### config.mk
export PLATFORM = sky130hd
export DESIGN_NAME = uart_rx_buffer_flat
export DESIGN_NICKNAME = d
export VERILOG_FILES = /design/src/rtl/uart_rx_buffer_pkg.sv /design/src/rtl/uart_rx_buffer_if.sv /design/src/rtl/uart_fifo_ram.sv /design/src/rtl/uart_rx_buffer.sv /design/src/flat_wrapper.sv
export SDC_FILE = /design/constraint.sdc
export NUM_CORES = 1
export LEC_CHECK = 0
export CORE_MARGIN = 10
export CORE_UTILIZATION = 30
export DETAILED_ROUTE_END_ITERATION = 8
export PLACE_DENSITY_LB_ADDON = 0.12
export RECOVER_POWER = 25
export SLEW_MARGIN = 10
export SYNTH_ARGS = -nofsm -noshare
export SYNTH_HDL_FRONTEND = slang
export SYNTH_HIERARCHICAL = 1
export SYNTH_SLANG_ARGS = --single-unit
### constraint.sdc
create_clock -name i_Clock -period 3 [get_ports i_Clock]
set_input_delay 0.45 -clock i_Clock [delete_from_list [all_inputs] [get_ports i_Clock]]
set_output_delay 0.45 -clock i_Clock [all_outputs]
set_load 0.1 [all_outputs]
### src/rtl/uart_rx_buffer_pkg.sv
// Shared UART buffer definitions: default geometry and the byte type used by
// both the receive-side and transmit-side buffers.
package uart_rx_buffer_pkg;

  localparam int UART_RXBUF_DEPTH  = 16;
  localparam int UART_RXBUF_ADDR_W = 4;

  typedef logic [7:0] uart_byte_t;

endpackage : uart_rx_buffer_pkg

### src/rtl/uart_rx_buffer_if.sv
// Bundle of receiver-side strobes and CPU-side status for the receive buffer.
// The master drives the strobes; the slave (the buffer) drives status.
interface uart_rx_buffer_if
  import uart_rx_buffer_pkg::*;
#(
  parameter int ADDR_W = UART_RXBUF_ADDR_W
);

  logic            i_Rx_DV;
  uart_byte_t      i_Rx_Byte;
  logic            i_Rd;
  logic            i_Clr_Ovf;
  uart_byte_t      o_Data;
  logic            o_Empty;
  logic            o_Full;
  logic [ADDR_W:0] o_Count;
  logic            o_Overflow;
  logic            o_Irq;

  modport master (
    output i_Rx_DV, i_Rx_Byte, i_Rd, i_Clr_Ovf,
    input  o_Data, o_Empty, o_Full, o_Count, o_Overflow, o_Irq
  );

  modport slave (
    input  i_Rx_DV, i_Rx_Byte, i_Rd, i_Clr_Ovf,
    output o_Data, o_Empty, o_Full, o_Count, o_Overflow, o_Irq
  );

endinterface : uart_rx_buffer_if

### src/rtl/uart_fifo_ram.sv
// DEPTH x 8 storage with a synchronous write port and an asynchronous read
// port. Contents are deliberately not reset.
module uart_fifo_ram
  import uart_rx_buffer_pkg::*;
#(
  parameter int DEPTH  = UART_RXBUF_DEPTH,
  parameter int ADDR_W = UART_RXBUF_ADDR_W
) (
  input  logic              i_Clock,
  input  logic              i_Wr_En,
  input  logic [ADDR_W-1:0] i_Wr_Addr,
  input  uart_byte_t        i_Wr_Data,
  input  logic [ADDR_W-1:0] i_Rd_Addr,
  output uart_byte_t        o_Rd_Data
);

  uart_byte_t mem_q [DEPTH];

  // Write port
  always_ff @(posedge i_Clock) begin
    if (i_Wr_En) begin
      mem_q[i_Wr_Addr] <= i_Wr_Data;
    end
  end

  assign o_Rd_Data = mem_q[i_Rd_Addr];

endmodule : uart_fifo_ram

### src/rtl/uart_rx_buffer.sv
// Receive-side byte FIFO between the UART receiver and CPU I/O: show-ahead
// head byte, occupancy flags, sticky overflow and a per-byte interrupt pulse.
module uart_rx_buffer
  import uart_rx_buffer_pkg::*;
#(
  parameter int DEPTH  = UART_RXBUF_DEPTH,
  parameter int ADDR_W = UART_RXBUF_ADDR_W
) (
  input  logic             i_Clock,
  input  logic             reset,
  uart_rx_buffer_if.slave  bus
);

  localparam logic [ADDR_W-1:0] PTR_ONE  = (ADDR_W)'(1);
  localparam logic [ADDR_W:0]   CNT_ONE  = (ADDR_W + 1)'(1);
  localparam logic [ADDR_W:0]   CNT_FULL = (ADDR_W + 1)'(DEPTH);

  logic [ADDR_W-1:0] wr_ptr_q, wr_ptr_d;
  logic [ADDR_W-1:0] rd_ptr_q, rd_ptr_d;
  logic [ADDR_W:0]   count_q, count_d;
  logic              overflow_q, overflow_d;
  logic              irq_q, irq_d;

  logic              empty_s, full_s, push_s, pop_s, wr_en_s;
  uart_byte_t        rd_data_s;

  assign empty_s = (count_q == {(ADDR_W + 1){1'b0}});
  assign full_s  = (count_q == CNT_FULL);
  assign pop_s   = bus.i_Rd && !empty_s;
  // A full buffer still takes a byte when a pop frees the head slot that cycle.
  assign push_s  = bus.i_Rx_DV && (!full_s || pop_s);
  assign wr_en_s = push_s && !reset;

  // Next-state for pointers, occupancy, overflow and interrupt
  always_comb begin
    wr_ptr_d   = wr_ptr_q;
    rd_ptr_d   = rd_ptr_q;
    count_d    = count_q;
    overflow_d = overflow_q;
    irq_d      = 1'b0;
    if (reset) begin
      wr_ptr_d   = {ADDR_W{1'b0}};
      rd_ptr_d   = {ADDR_W{1'b0}};
      count_d    = {(ADDR_W + 1){1'b0}};
      overflow_d = 1'b0;
      irq_d      = 1'b0;
    end else begin
      if (push_s) begin
        wr_ptr_d = wr_ptr_q + PTR_ONE;
      end else begin
        wr_ptr_d = wr_ptr_q;
      end
      if (pop_s) begin
        rd_ptr_d = rd_ptr_q + PTR_ONE;
      end else begin
        rd_ptr_d = rd_ptr_q;
      end
      case ({push_s, pop_s})
        2'b10:   count_d = count_q + CNT_ONE;
        2'b01:   count_d = count_q - CNT_ONE;
        default: count_d = count_q;
      endcase
      // A drop in the same cycle as a clear must leave the flag set.
      if (bus.i_Rx_DV && !push_s) begin
        overflow_d = 1'b1;
      end else if (bus.i_Clr_Ovf) begin
        overflow_d = 1'b0;
      end else begin
        overflow_d = overflow_q;
      end
      irq_d = push_s;
    end
  end

  // State registers
  always_ff @(posedge i_Clock) begin
    wr_ptr_q   <= wr_ptr_d;
    rd_ptr_q   <= rd_ptr_d;
    count_q    <= count_d;
    overflow_q <= overflow_d;
    irq_q      <= irq_d;
  end

  uart_fifo_ram #(
    .DEPTH  (DEPTH),
    .ADDR_W (ADDR_W)
  ) u_ram (
    .i_Clock   (i_Clock),
    .i_Wr_En   (wr_en_s),
    .i_Wr_Addr (wr_ptr_q),
    .i_Wr_Data (bus.i_Rx_Byte),
    .i_Rd_Addr (rd_ptr_q),
    .o_Rd_Data (rd_data_s)
  );

  assign bus.o_Data     = empty_s ? 8'h00 : rd_data_s;
  assign bus.o_Empty    = empty_s;
  assign bus.o_Full     = full_s;
  assign bus.o_Count    = count_q;
  assign bus.o_Overflow = overflow_q;
  assign bus.o_Irq      = irq_q;

endmodule : uart_rx_buffer

### src/flat_wrapper.sv
// flat-port wrapper written by rule: the top's interface ports become plain ports
module uart_rx_buffer_flat import uart_rx_buffer_pkg::*;
#(
  parameter int DEPTH  = UART_RXBUF_DEPTH,
  parameter int ADDR_W = UART_RXBUF_ADDR_W
)
  (i_Clock, reset, bus_i_Rx_DV, bus_i_Rx_Byte, bus_i_Rd, bus_i_Clr_Ovf, bus_o_Data, bus_o_Empty, bus_o_Full, bus_o_Count, bus_o_Overflow, bus_o_Irq);
  uart_rx_buffer_if #(.ADDR_W(ADDR_W)) bus_i ();
  input  logic i_Clock;
  input  logic reset;
  input wire logic [$bits(bus_i.i_Rx_DV)-1:0] bus_i_Rx_DV;
  input wire logic [$bits(bus_i.i_Rx_Byte)-1:0] bus_i_Rx_Byte;
  input wire logic [$bits(bus_i.i_Rd)-1:0] bus_i_Rd;
  input wire logic [$bits(bus_i.i_Clr_Ovf)-1:0] bus_i_Clr_Ovf;
  output wire logic [$bits(bus_i.o_Data)-1:0] bus_o_Data;
  output wire logic [$bits(bus_i.o_Empty)-1:0] bus_o_Empty;
  output wire logic [$bits(bus_i.o_Full)-1:0] bus_o_Full;
  output wire logic [$bits(bus_i.o_Count)-1:0] bus_o_Count;
  output wire logic [$bits(bus_i.o_Overflow)-1:0] bus_o_Overflow;
  output wire logic [$bits(bus_i.o_Irq)-1:0] bus_o_Irq;
  assign bus_i.i_Rx_DV = bus_i_Rx_DV;
  assign bus_i.i_Rx_Byte = bus_i_Rx_Byte;
  assign bus_i.i_Rd = bus_i_Rd;
  assign bus_i.i_Clr_Ovf = bus_i_Clr_Ovf;
  assign bus_o_Data = bus_i.o_Data;
  assign bus_o_Empty = bus_i.o_Empty;
  assign bus_o_Full = bus_i.o_Full;
  assign bus_o_Count = bus_i.o_Count;
  assign bus_o_Overflow = bus_i.o_Overflow;
  assign bus_o_Irq = bus_i.o_Irq;
  uart_rx_buffer #(.DEPTH(DEPTH), .ADDR_W(ADDR_W)) u_core (.i_Clock(i_Clock), .reset(reset), .bus(bus_i));
endmodule
**After elaboration in Yosys (flattened, before gate mapping)**

Memory sizes are Yosys's and may differ from the RTL's. A register that Yosys moved wholly into a read port is not among the register bits.
Cells that the tools add are included.

- Output and inout port bits: 17
- Bits in writable memories: 128
- Memories kept: 1
- Input bits: 13
- Word-level logic and storage cells: 33
- Register bits after elaboration: 15

Memory list:

| memory | depth | width | read ports | clocked after Yosys merged registers in | wr ports | RTL line | text |
|---|---|---|---|---|---|---|---|
| u_core.u_ram.mem_q | 16 | 8 | 1 | 1 | 1 | uart_fifo_ram.sv:17 | `uart_byte_t mem_q [DEPTH];` |

- $add $sub $neg: 4
- Multiplexer cells: 8
- Equality and inequality tests: 3
- Reduce and logical (&&, ||, !) cells: 12

Operators with widths:

| kind | count |
|---|---|
| $pmux W5 S2 | 1 |
| $add A4 B1 Y4 const B | 2 |
| $mux W4 | 2 |
| $mux W8 | 1 |
| $add A5 B1 Y5 const B | 1 |
| $eq A5 B5 Y1 const B | 1 |
| $logic_not A5 Y1 | 1 |
| $sub A5 B1 Y5 const B | 1 |
| $logic_and A1 B1 Y1 | 4 |
| $logic_not A1 Y1 | 4 |
| $mux W1 | 4 |
| $reduce_bool A2 Y1 | 2 |
| $eq A2 B1 Y1 const B | 1 |
| $eq A2 B2 Y1 const B | 1 |
| $logic_or A1 B1 Y1 | 1 |

**Depth between registers and ports, before layout**

Gate-level depths: netlist of the first run.

- Depth in word-level cells: 8
- Gate-level depth with buffers: 9
- Gate-level depth less buffers: 8

**By module**

Netlist of the first run, hierarchy kept.

By module, submodules not included:

| module | instances | sequential area each (um^2) | cells an instance | area each (um^2) |
|---|---|---|---|---|
| uart_fifo_ram | 1 | 3843.7 | 221 | 4987.3 |
| uart_rx_buffer | 1 | 300.3 | 104 | 903.4 |

**Worst setup path before layout of the first run**

OpenSTA, ideal clock, no wires.

- Path type: flip-flop to output port
- Start: register u_core.count_q[0] (netlist: u_core/bus.o_Count[0])
- End: output port bus_o_Data[0]
- Stages on the path, launching flop included: 5
- Data arrival time: 3.198 ns
- Path slack: -0.648 ns
- Data required time: 2.550 ns
- Buffers on the path: 1
- Cell sequence: dfxtp_1 -> or4_1 -> buf_2 -> nor2_2 -> nor2b_1

- Word-level cells in the longest chain between the ends: 2

RTL lines:

| item | RTL line | text |
|---|---|---|
| from (decl) | uart_rx_buffer.sv:20 | `logic [ADDR_W:0] count_q, count_d;` |
| from (signal assigned) | uart_rx_buffer.sv:79 | `count_q <= count_d;` |
| $logic_not A5 Y1 | uart_rx_buffer.sv:27 | `assign empty_s = (count_q == {(ADDR_W + 1){1'b0}});` |
| net bus_o_Empty | flat_wrapper.sv:16 | `output wire logic [$bits(bus_i.o_Empty)-1:0] bus_o_Empty;` |
| $mux W8 | uart_rx_buffer.sv:96 | `assign bus.o_Data = empty_s ? 8'h00 : rd_data_s;` |
| to (decl) | flat_wrapper.sv:15 | `output wire logic [$bits(bus_i.o_Data)-1:0] bus_o_Data;` |

The timed path passes the listed nets, and every way through them passes these cells.

==> results of run 1 <==
==> cells by family after synthesis <==
group	Yosys count	synth area share
compound gates	36	0.0433
mux	37	0.140
xor+xnor	7	0.0104
flops	143	0.703
fa+ha+maj	6	0.0140
buf+inv	16	0.0187
simple gates	80	0.0701
==> worst paths after layout <==
check,end,cells after the start,start
setup / recovery,bus_o_Data[5],6,u_core/rd_ptr_q[0]
setup reg to reg,u_core/bus.o_Count[4],8,u_core/bus.o_Count[2]
hold / removal,u_core/bus.o_Count[3],2,u_core/bus.o_Count[3]
hold reg to reg,u_core/bus.o_Count[3],2,u_core/bus.o_Count[3]
==> per-layer routing <==
metal  vias to the layer above  GRT usage  share of wire
li1                       1445          -              -
met1                      1609      0.133           0.46
met2                        50      0.170           0.49
met3                        18     0.0290          0.039
met4                         0     0.0388          0.016
met5                         -          0              0
==> cell usage in the layout, fill, tap and decap left out, types with 9 or more instances in the layout <==
cell type and count:
a22oi_1 15, nor2b_1 13, edfxtp_1 128, nand2_1 10, nor3_1 9, mux4_2 18
mux4_1 14, buf_4 30, buf_12 12, nor2_1 26, clkbuf_16 17, dfxtp_1 10
==> critical path, stage by stage, from the launching register on <==
cell     delay (ps)
dfxtp_2         390
buf_4           230
mux4_1          570
a22oi_1         300
nand2_1          90
nor2b_1         190
buf_12          200
==> power by group through the flow <==
stage          Clock, µW  Sequential, µW  Combinational (µW)
5_1_grt             2250            2340                2810
2_1_floorplan          0            2530                1650
6_report            2110            2320                2660
3_5_place_dp           0            2370                2700
3_3_place_gp           0            2370                2700
4_1_cts             2170            2330                2710
==> state kept, by name, summed over array words and instances, names as in the netlist <==
signal,count
u_core/bus.o_Overflow,1
u_core/u_ram/mem_q,128
u_core/bus.o_Irq,1
u_core/bus.o_Count,5
u_core/wr_ptr_q,4
u_core/rd_ptr_q,4
==> per-stage QoR <==
stage | std cells | cell area, µm² | util | setup TNS [ps]
finish | 662 | 7320 | 0.377 | 0
CTS | 662 | 7310 | 0.377 | 0
detailed placement | 630 | 6720 | 0.346 | 0
global placement | 630 | 6720 | 0.346 | 0
global route | 662 | 7320 | 0.377 | 0
floorplan | 325 | 5900 | - | -3790
==> final cells by class <==
cell class                      count  area share
Clock buffer                       18      0.0586
Clock inverter                     14      0.0227
Inverter                            2     0.00103
Sequential cell                   143       0.567
Tap cell                          265      0.0453
Timing Repair Buffer               54      0.0800
Multi-Input combinational cell    166       0.225
==> repair_timing <==
action	in CTS	in global routing
hold buffers	0	0
resized for setup	0	1
endpoints found under the setup margin	0	1
==> impl_metrics.py, run 1 <==
metrics = {
    "drt": {
        "drtIter0Drc": 184,
        "drtAntennaViolNets": 0,
        "avgRoutedWirePerCell_um": 19.9,
        "drcViolationCount": 0,
        "route.vias.total": 3122,
        "viasPerCell": 4.72,
        "finalWirelength_um": 13100,
        "first_pass_iters": 4,
    },
    "clock_network": {
        "clock_latency_ps": 420,
        "htreeDepth": 4,
        "cts_setup_buffers": 0,
        "cts_tree": "done",
        "cts_buffers": 17,
        "clk_pin_slew_ps": 60,
        "clock-sinks": 143,
        "clk_path_buf_depth": 2,
        "root_buffer": "clkbuf_16",
    },
    "final_layout": {
        "nNetsFinal": 403,
        "syn2layout_area_growth_pct": 24.3,
        "multi_input_area_um2": 1650,
        "fillers": 1833,
        "num_antenna_cells": 0,
        "final_layout_size_suffix_gt1_frac": 0.264,
        "ff_latch_area_um2": 4150,
    },
    "die": {
        "die_area_um2": 25600,
        "coreArea_um2": 19400,
        "num_io_pins": 30,
        "rows": 51,
        "start_util": 0.304,
        "fp.dieH_um": 160,
        "die_w_um": 160,
    },
    "yosys": {
        "syn_inst": 325,
        "synth_top_area_frac": 0.653,
        "synthesis.nets": 344,
        "synth.area.top_cells": "edfxtp_1 (65%), mux4_2 (6.9%), mux4_1 (6.2%)",
        "synthArstFlopShare": 0,
        "synth_edf_count": 128,
        "yosysSeqAreaShare": 0.703,
        "syn_area_um2": 5890,
        "synthDistinctLibCells": 44,
        "yosysMostFrequentCell": "edfxtp_1",
        "synth_ff_type": "edfxtp_1",
        "ys_warn_count": 6,
        "ys_seq_elements": 143,
        "synth_largest_area_cell": "edfxtp_1",
        "synth_common_cells": "edfxtp_1 (128), nor2_1 (27), mux4_2 (18)",
        "postSynthAreaPerCell_um2": 18.1,
    },
    "place": {
        "gp_congestion": 0.779,
        "portBuffers": 29,
        "hpwl_um": 8620,
        "dp_slack_ps": 171,
    },
    "sta": {
        "rsz0062_at_grt": "false",
        "period_share": 0.948,
        "post-route-min-period_ps": 2840,
        "slew_viol_final": 0,
        "finalSetupViolCount": 0,
        "worst_slack_ps": 157,
        "hold_violations": 0,
        "clock.fmax_ghz": 0.352,
        "worst_pin_slew_ps": 650,
        "worst_clock_skew_ps": 6.51,
        "whs_ps": 523,
        "relSlewSlack": 0.565,
    },
    "setup_path": {
        "start_kind": "flop",
        "critical_path_class": "reg -> out",
        "arrival_ps": 2390,
        "cp_max_fo": 8,
        "cp_data_required_time_ps": 2550,
        "reg2reg_setup_slack_ps": 520,
        "end_kind": "output port",
    },
    "status": {
        "status": "finished, final reports clean",
    },
    "grt": {
        "grt_start_max_net_pins": 36,
        "overflow": 0,
        "grt_pass1_vias": 3241,
        "gr-usage-all-layers": 0.106,
        "grt_pass1_wl_um": 20100,
        "antenna_found_initial": 0,
    },
    "flow_run": {
        "max_cap_viol_count": 0,
    },
    "power": {
        "clockPowerShare": 0.298,
        "intPower_uw": 4530,
        "switching_share": 0.361,
        "total_power_uw": 7090,
        "p_leak_uw": 0.00243,
        "power.density_nw_per_um2": 969,
        "ir_drop_v": 0.000454,
        "switchingPower_uw": 2560,
        "power_frac_seq": 0.328,
        "p_comb_frac": 0.375,
    },
    "hold_path": {
        "hold_path.class": "reg -> reg",
    },
}
Power figures use the tool's default switching activity.
==> run 2: changes to the inputs <==
- CELL_PAD_IN_SITES_DETAIL_PLACEMENT: not set -> 1
- CELL_PAD_IN_SITES_GLOBAL_PLACEMENT: not set -> 1
- SYNTH_HIERARCHICAL: 1 -> not set
==> run 2 against run 1 <==
Effect of this change: non-clock buffer count shrank 2; flip-flop and latch count grew 4; sequential power grew 3%; cell area grew 0.55%; die area grew 0.50%; maximum frequency shrank 1.1%; hold slack lost 28 ps; via count shrank 2.5%; cell count shrank 0.15%; utilization grew 0.082 points; critical endpoint is now u_core.bus.o_Count[4]; highest routed layer unchanged.
==> impl_metrics.py, run 2 <==
metrics = {
    "status": {
        "status": "finished, final reports clean",
    },
    "die": {
        "rows": 51,
        "fp.dieH_um": 161,
        "coreArea_um2": 19500,
        "die_area_um2": 25800,
        "num_io_pins": 30,
        "start_util": 0.304,
        "die_w_um": 161,
    },
    "place": {
        "hpwl_um": 8850,
        "dpl_cell_area_um2": 6800,
        "gp_congestion": 0.736,
        "portBuffers": 29,
    },
    "grt": {
        "grt_start_max_net_pins": 33,
        "grt_pass1_vias": 3545,
        "gr-usage-all-layers": 0.108,
        "grt_pass1_wl_um": 21000,
        "antenna_found_initial": 1,
        "overflow": 0,
    },
    "clock_network": {
        "cts_setup_buffers": 0,
        "clock_latency_ps": 420,
        "htreeDepth": 4,
        "root_buffer": "clkbuf_16",
        "clk_pin_slew_ps": 60,
        "hold_buffers": 0,
        "cts_buffers": 17,
        "cts_tree": "done",
        "clk_path_buf_depth": 2,
        "clock-sinks": 147,
    },
    "drt": {
        "route.vias.total": 3045,
        "finalWirelength_um": 13200,
        "drcViolationCount": 0,
        "avgRoutedWirePerCell_um": 20.0,
        "drtAntennaViolNets": 0,
        "first_pass_iters": 4,
        "drtIter0Drc": 156,
        "viasPerCell": 4.61,
    },
    "final_layout": {
        "largest_reg_flops": 128,
        "largest-register": "u_core.u_ram.mem_q",
        "num_antenna_cells": 0,
        "layout_common_cells": "edfxtp_1 (128), nor2_1 (34), mux4_2 (32)",
        "final_area_um2": 7360,
        "syn2layout_area_growth_pct": 24.2,
        "fillers": 1929,
        "nNetsFinal": 406,
        "final_common_cell": "edfxtp_1",
        "final_layout_size_suffix_gt1_frac": 0.308,
    },
    "setup_path": {
        "critPathTopFamily": "simple AND/OR/NAND/NOR gates",
        "critical_path_class": "reg -> reg",
        "crit_chain": "or4_4, o31ai_4, ha_4, inv_1, fa_2, nand2b_1, a21oi_2, mux2i_1, mux2_2",
        "path_buf_inv": 1,
        "cp_num_cells": 9,
        "arrival_ps": 3180,
        "crit_slowest_cell": "or4_4",
        "slowest_delay_ps": 610,
        "r2r_cells": 9,
        "start_kind": "flop",
        "cp_max_fo": 6,
        "end_kind": "flop",
        "cp_data_required_time_ps": 3310,
    },
    "yosys": {
        "synthesis.nets": 354,
        "ys_warn_count": 0,
        "postSynthAreaPerCell_um2": 17.9,
        "yosysMostFrequentCell": "edfxtp_1",
        "synthDistinctLibCells": 36,
        "ys_seq_elements": 147,
        "synthArstFlopShare": 0,
        "synth_common_cells": "edfxtp_1 (128), nor2_1 (35), mux4_2 (32)",
        "synth_largest_area_cell": "edfxtp_1",
        "yosysSeqAreaShare": 0.713,
        "syn_area_um2": 5920,
        "synth_ff_type": "edfxtp_1",
        "synth.area.top_cells": "edfxtp_1 (65%), mux4_2 (12%), dfxtp_1 (6.4%)",
        "synth_top_area_frac": 0.649,
        "synth_edf_count": 128,
        "syn_inst": 331,
    },
    "sta": {
        "clock.fmax_ghz": 0.348,
        "setup_tns_ps": 0,
        "relSlewSlack": 0.407,
        "post-route-min-period_ps": 2870,
        "whs_ps": 495,
        "rsz0062_at_grt": "false",
        "worst_clock_skew_ps": 10.9,
        "hold_violations": 0,
        "period_share": 0.958,
        "worst_pin_slew_ps": 888,
        "slew_viol_final": 0,
        "finalSetupViolCount": 0,
    },
    "power": {
        "power.density_nw_per_um2": 947,
        "p_leak_uw": 0.00237,
        "ir_drop_v": 0.000848,
    },
    "flow_run": {
        "max_cap_viol_count": 0,
    },
    "hold_path": {
        "hold_path.class": "reg -> reg",
        "hold_depth": 2,
    },
}
[run 2: what timing repair did]
item                                    CTS  global route
gates resized for setup                   1             2
cloned                                    0             0
endpoints found under the setup margin    1             2
[run 2: layout make-up]
cell class	instances	area [µm²]	share of cell area
clock buffer	25	455	0.0619
multi-input combinational	155	1650	0.224
inverter	10	37.5	0.00510
clock inverter	7	86.3	0.0117
timing repair buffer	52	558	0.0758
tap	265	332	0.0451
sequential	147	4240	0.576
[run 2: path summary, 6_finish.rpt]
| kind | start | to | slack (ps) |
|---|---|---|---|
| worst max-delay path | u_core.bus.o_Count[1] | u_core.bus.o_Count[4] | 130 |
| worst min-delay path | u_core.bus.o_Overflow | u_core.bus.o_Overflow | 500 |
| worst max register to register | u_core.bus.o_Count[1] | u_core.bus.o_Count[4] | 130 |
| worst min register to register | u_core.bus.o_Overflow | u_core.bus.o_Overflow | 500 |
[run 2: cell families (layout without fill, tap and decap cells)]
family | after synthesis | in the layout | share of synthesized area
DFF | 147 | 147 | 0.713
xor gates and xnor gates | 7 | 7 | 0.0103
adders and majority gates | 10 | 10 | 0.0224
muxes | 44 | 44 | 0.142
AOI/OAI and AO/OA | 30 | 30 | 0.0397
and+or+nand+nor | 64 | 64 | 0.0505
buffers and inverters | 29 | 94 | 0.0220
[run 2: metal layers]
metal,share of wire,GRT usage
met2,0.52,0.181
met5,0,0
met4,0.011,0.0401
met3,0.027,0.0314
met1,0.45,0.130
[run 2: worst register-to-register path, cell delays in order (launching register included)]
cell and delay, ps:
dfxtp_4 360, or4_4 610, o31ai_4 300, ha_4 210, inv_1 70, fa_2 350, nand2b_1 170, a21oi_2 150
mux2i_1 200, mux2_2 340
[run 2: report_power, final]
group	total (µW)	internal (µW)	switching, µW
sequential	2380	2310	71.6
combinational	2610	878	1730
clock	1990	1220	769
total	6970	4400	2570
[run 2: per-stage QoR]
| stage | total power [µW] | util | instances | worst slack, ps |
|---|---|---|---|---|
| 4_1_cts | 7060 | 0.377 | 661 | 40.2 |
| 3_3_place_gp | 5050 | 0.349 | 629 | 127 |
| 3_5_place_dp | 5060 | 0.349 | 629 | 59.2 |
| 5_1_grt | 7290 | 0.378 | 661 | 4.76 |
| 2_1_floorplan | 4220 | - | 331 | -42.8 |
| 6_report | 6970 | 0.378 | 661 | 126 |
==> run 3: changes to the inputs <==
- CTS_CLUSTER_SIZE: not set -> 25
- GPL_TIMING_DRIVEN: not set -> 0
- REMOVE_ABC_BUFFERS: not set -> 1
==> run 3 against run 2 <==
Effect of this change: sequential power about the same; largest power group is now sequential cells; clock-buffer cell count decreased by 7; critical path type is now reg -> out; clock power about the same.
==> impl_metrics.py, run 3 (synthesized netlist as in run 2, its figures left out) <==
metrics = {
    "clock_network": {
        "clk_pin_slew_ps": 60,
        "htreeDepth": 4,
        "root_buffer": "clkbuf_16",
        "clock-sinks": 147,
        "clk_path_buf_depth": 2,
        "cts_tree": "done",
        "cts_buffers": 17,
        "clock_latency_ps": 420,
        "hold_buffers": 0,
    },
    "hold_path": {
        "hold_depth": 2,
        "hold_start": "u_core.bus.o_Overflow",
        "hold_path.class": "reg -> reg",
        "min_to": "u_core.bus.o_Overflow",
    },
    "final_layout": {
        "final_common_cell": "edfxtp_1",
        "fillers": 1931,
        "largest_reg_flops": 128,
        "num_antenna_cells": 0,
        "final_layout_size_suffix_gt1_frac": 0.300,
        "largest-register": "u_core.u_ram.mem_q",
        "nNetsFinal": 399,
        "fin_cells": 652,
        "layout_common_cells": "edfxtp_1 (128), mux4_2 (32), nor2_1 (25)",
        "fin_util": 0.373,
        "syn2layout_area_growth_pct": 22.6,
    },
    "power": {
        "p_comb_frac": 0.340,
        "ir_drop_v": 0.000679,
        "switchingPower_uw": 2540,
        "power.density_nw_per_um2": 920,
        "power_frac_seq": 0.360,
        "intPower_uw": 4140,
        "clockPowerShare": 0.299,
        "switching_share": 0.381,
        "p_leak_uw": 0.00231,
    },
    "flow_run": {
        "max_cap_viol_count": 0,
    },
    "setup_path": {
        "start_kind": "flop",
        "cp_data_required_time_ps": 2550,
        "arrival_ps": 2430,
        "critical_path_class": "reg -> out",
        "r2r_cells": 9,
        "reg2reg_setup_slack_ps": 150,
        "path_buf_inv": 2,
        "slowest_delay_ps": 510,
        "r2r-end": "u_core.bus.o_Count[4]",
        "crit_slowest_cell": "mux4_2",
        "critPathTopFamily": "multiplexers",
        "crit_top_cell": "a211oi_1",
        "cp_max_fo": 19,
        "end_kind": "output port",
        "r2r-start": "u_core.bus.o_Count[3]",
        "crit_chain": "buf_12, mux4_2, nor2b_1, a211oi_1, a211oi_1, buf_4",
    },
    "die": {
        "fp.dieH_um": 161,
        "die_w_um": 161,
        "num_io_pins": 30,
        "rows": 51,
        "coreArea_um2": 19500,
        "start_util": 0.304,
        "die_area_um2": 25800,
    },
    "place": {
        "gp_congestion": 0.694,
        "hpwl_um": 8760,
        "portBuffers": 29,
        "dp.cells": 612,
    },
    "drt": {
        "drtAntennaViolNets": 0,
        "drcViolationCount": 0,
        "viasPerCell": 4.67,
        "drtIter0Drc": 163,
        "finalWirelength_um": 13800,
        "avgRoutedWirePerCell_um": 21.2,
        "route.vias.total": 3048,
        "first_pass_iters": 4,
    },
    "sta": {
        "clock.fmax_ghz": 0.347,
        "post-route-min-period_ps": 2880,
        "finalSetupViolCount": 0,
        "rsz0062_at_grt": "true",
        "worst_pin_slew_ps": 984,
        "period_share": 0.962,
        "setup_tns_ps": 0,
        "whs_ps": 492,
        "slew_viol_final": 0,
        "worst_clock_skew_ps": 6.54,
        "relSlewSlack": 0.342,
        "hold_violations": 0,
    },
    "status": {
        "status": "finished, final reports clean",
    },
    "grt": {
        "antenna_found_initial": 0,
        "overflow": 0,
        "gr-usage-all-layers": 0.112,
        "grt_pass1_vias": 3380,
        "grt_pass1_wl_um": 21300,
        "grt_start_max_net_pins": 20,
    },
}
[run 3: cell count changes in the layout (fill, tap and decap cells not counted), moves of 7 or more]
cell	previous run	this run
nor2_1	34	25
buf_12	11	3
a211oi_1	8	15
clkbuf_1	8	1
clkdlybuf4s50_1	7	14
nor2_2	0	9
buf_4	29	14
[run 3: area by class of cell]
| class | count | area, µm² | share of cell area |
|---|---|---|---|
| Clock inverter | 12 | 118 | 0.0162 |
| Tap cell | 265 | 332 | 0.0457 |
| Inverter | 10 | 37.5 | 0.00517 |
| Multi-Input combinational cell | 155 | 1670 | 0.230 |
| Sequential cell | 147 | 4240 | 0.584 |
| Clock buffer | 18 | 429 | 0.0591 |
| Timing Repair Buffer | 45 | 435 | 0.0600 |
[run 3: worst max path at each step]
stage                               start                        end  slack (ps)  cells after the start
floorplan           u_core.bus.o_Count[4]              bus_o_Data[0]       -1760                      2
global placement                     flop              bus_o_Data[2]       -1850                      5
detailed placement                   flop              bus_o_Data[6]        -680                      6
CTS                                 reset  u_core.u_ram.mem_q[13][2]         -70                      4
global route                        reset  u_core.u_ram.mem_q[10][3]         -30                      4
finish                               flop              bus_o_Data[1]         120                      6
[run 3: repair_timing]
item | in CTS | in global routing
pin swaps | 3 | 2
setup endpoints to repair | 75 | 55
cloned | 0 | 0
buffers inserted | 6 | 4
gates resized for setup | 75 | 9
[run 3: routing by layer]
layer | GRT usage | wire, µm
met5 | 0 | 0
met4 | 0.0334 | 141
met3 | 0.0360 | 461
met2 | 0.183 | 6920
met1 | 0.137 | 6310
[run 3: tightest hold or removal path, stage by stage (launching register included)]
cell and delay, ps:
dfxtp_1 330, a32oi_1 60, nor2_1 70
[run 3: power by group through the flow]
| stage | Sequential [µW] | Combinational [µW] | Clock (µW) |
|---|---|---|---|
| final | 2410 | 2270 | 2000 |
| after global routing | 2420 | 2420 | 2150 |
| after CTS | 2410 | 2260 | 2060 |
| after detailed placement | 2460 | 2220 | 0 |
| after global placement | 2520 | 2140 | 0 |
| after floorplan | 2660 | 1340 | 0 |
[run 3: metrics by stage]
step	cell area (µm²)	total power [µW]	setup WS [ps]
final	7260	6680	115
after global routing	7260	6990	-31.5
after CTS	7180	6730	-73.0
after detailed placement	6550	4680	-681
after global placement	6450	4650	-1850
after floorplan	5830	4010	-1760
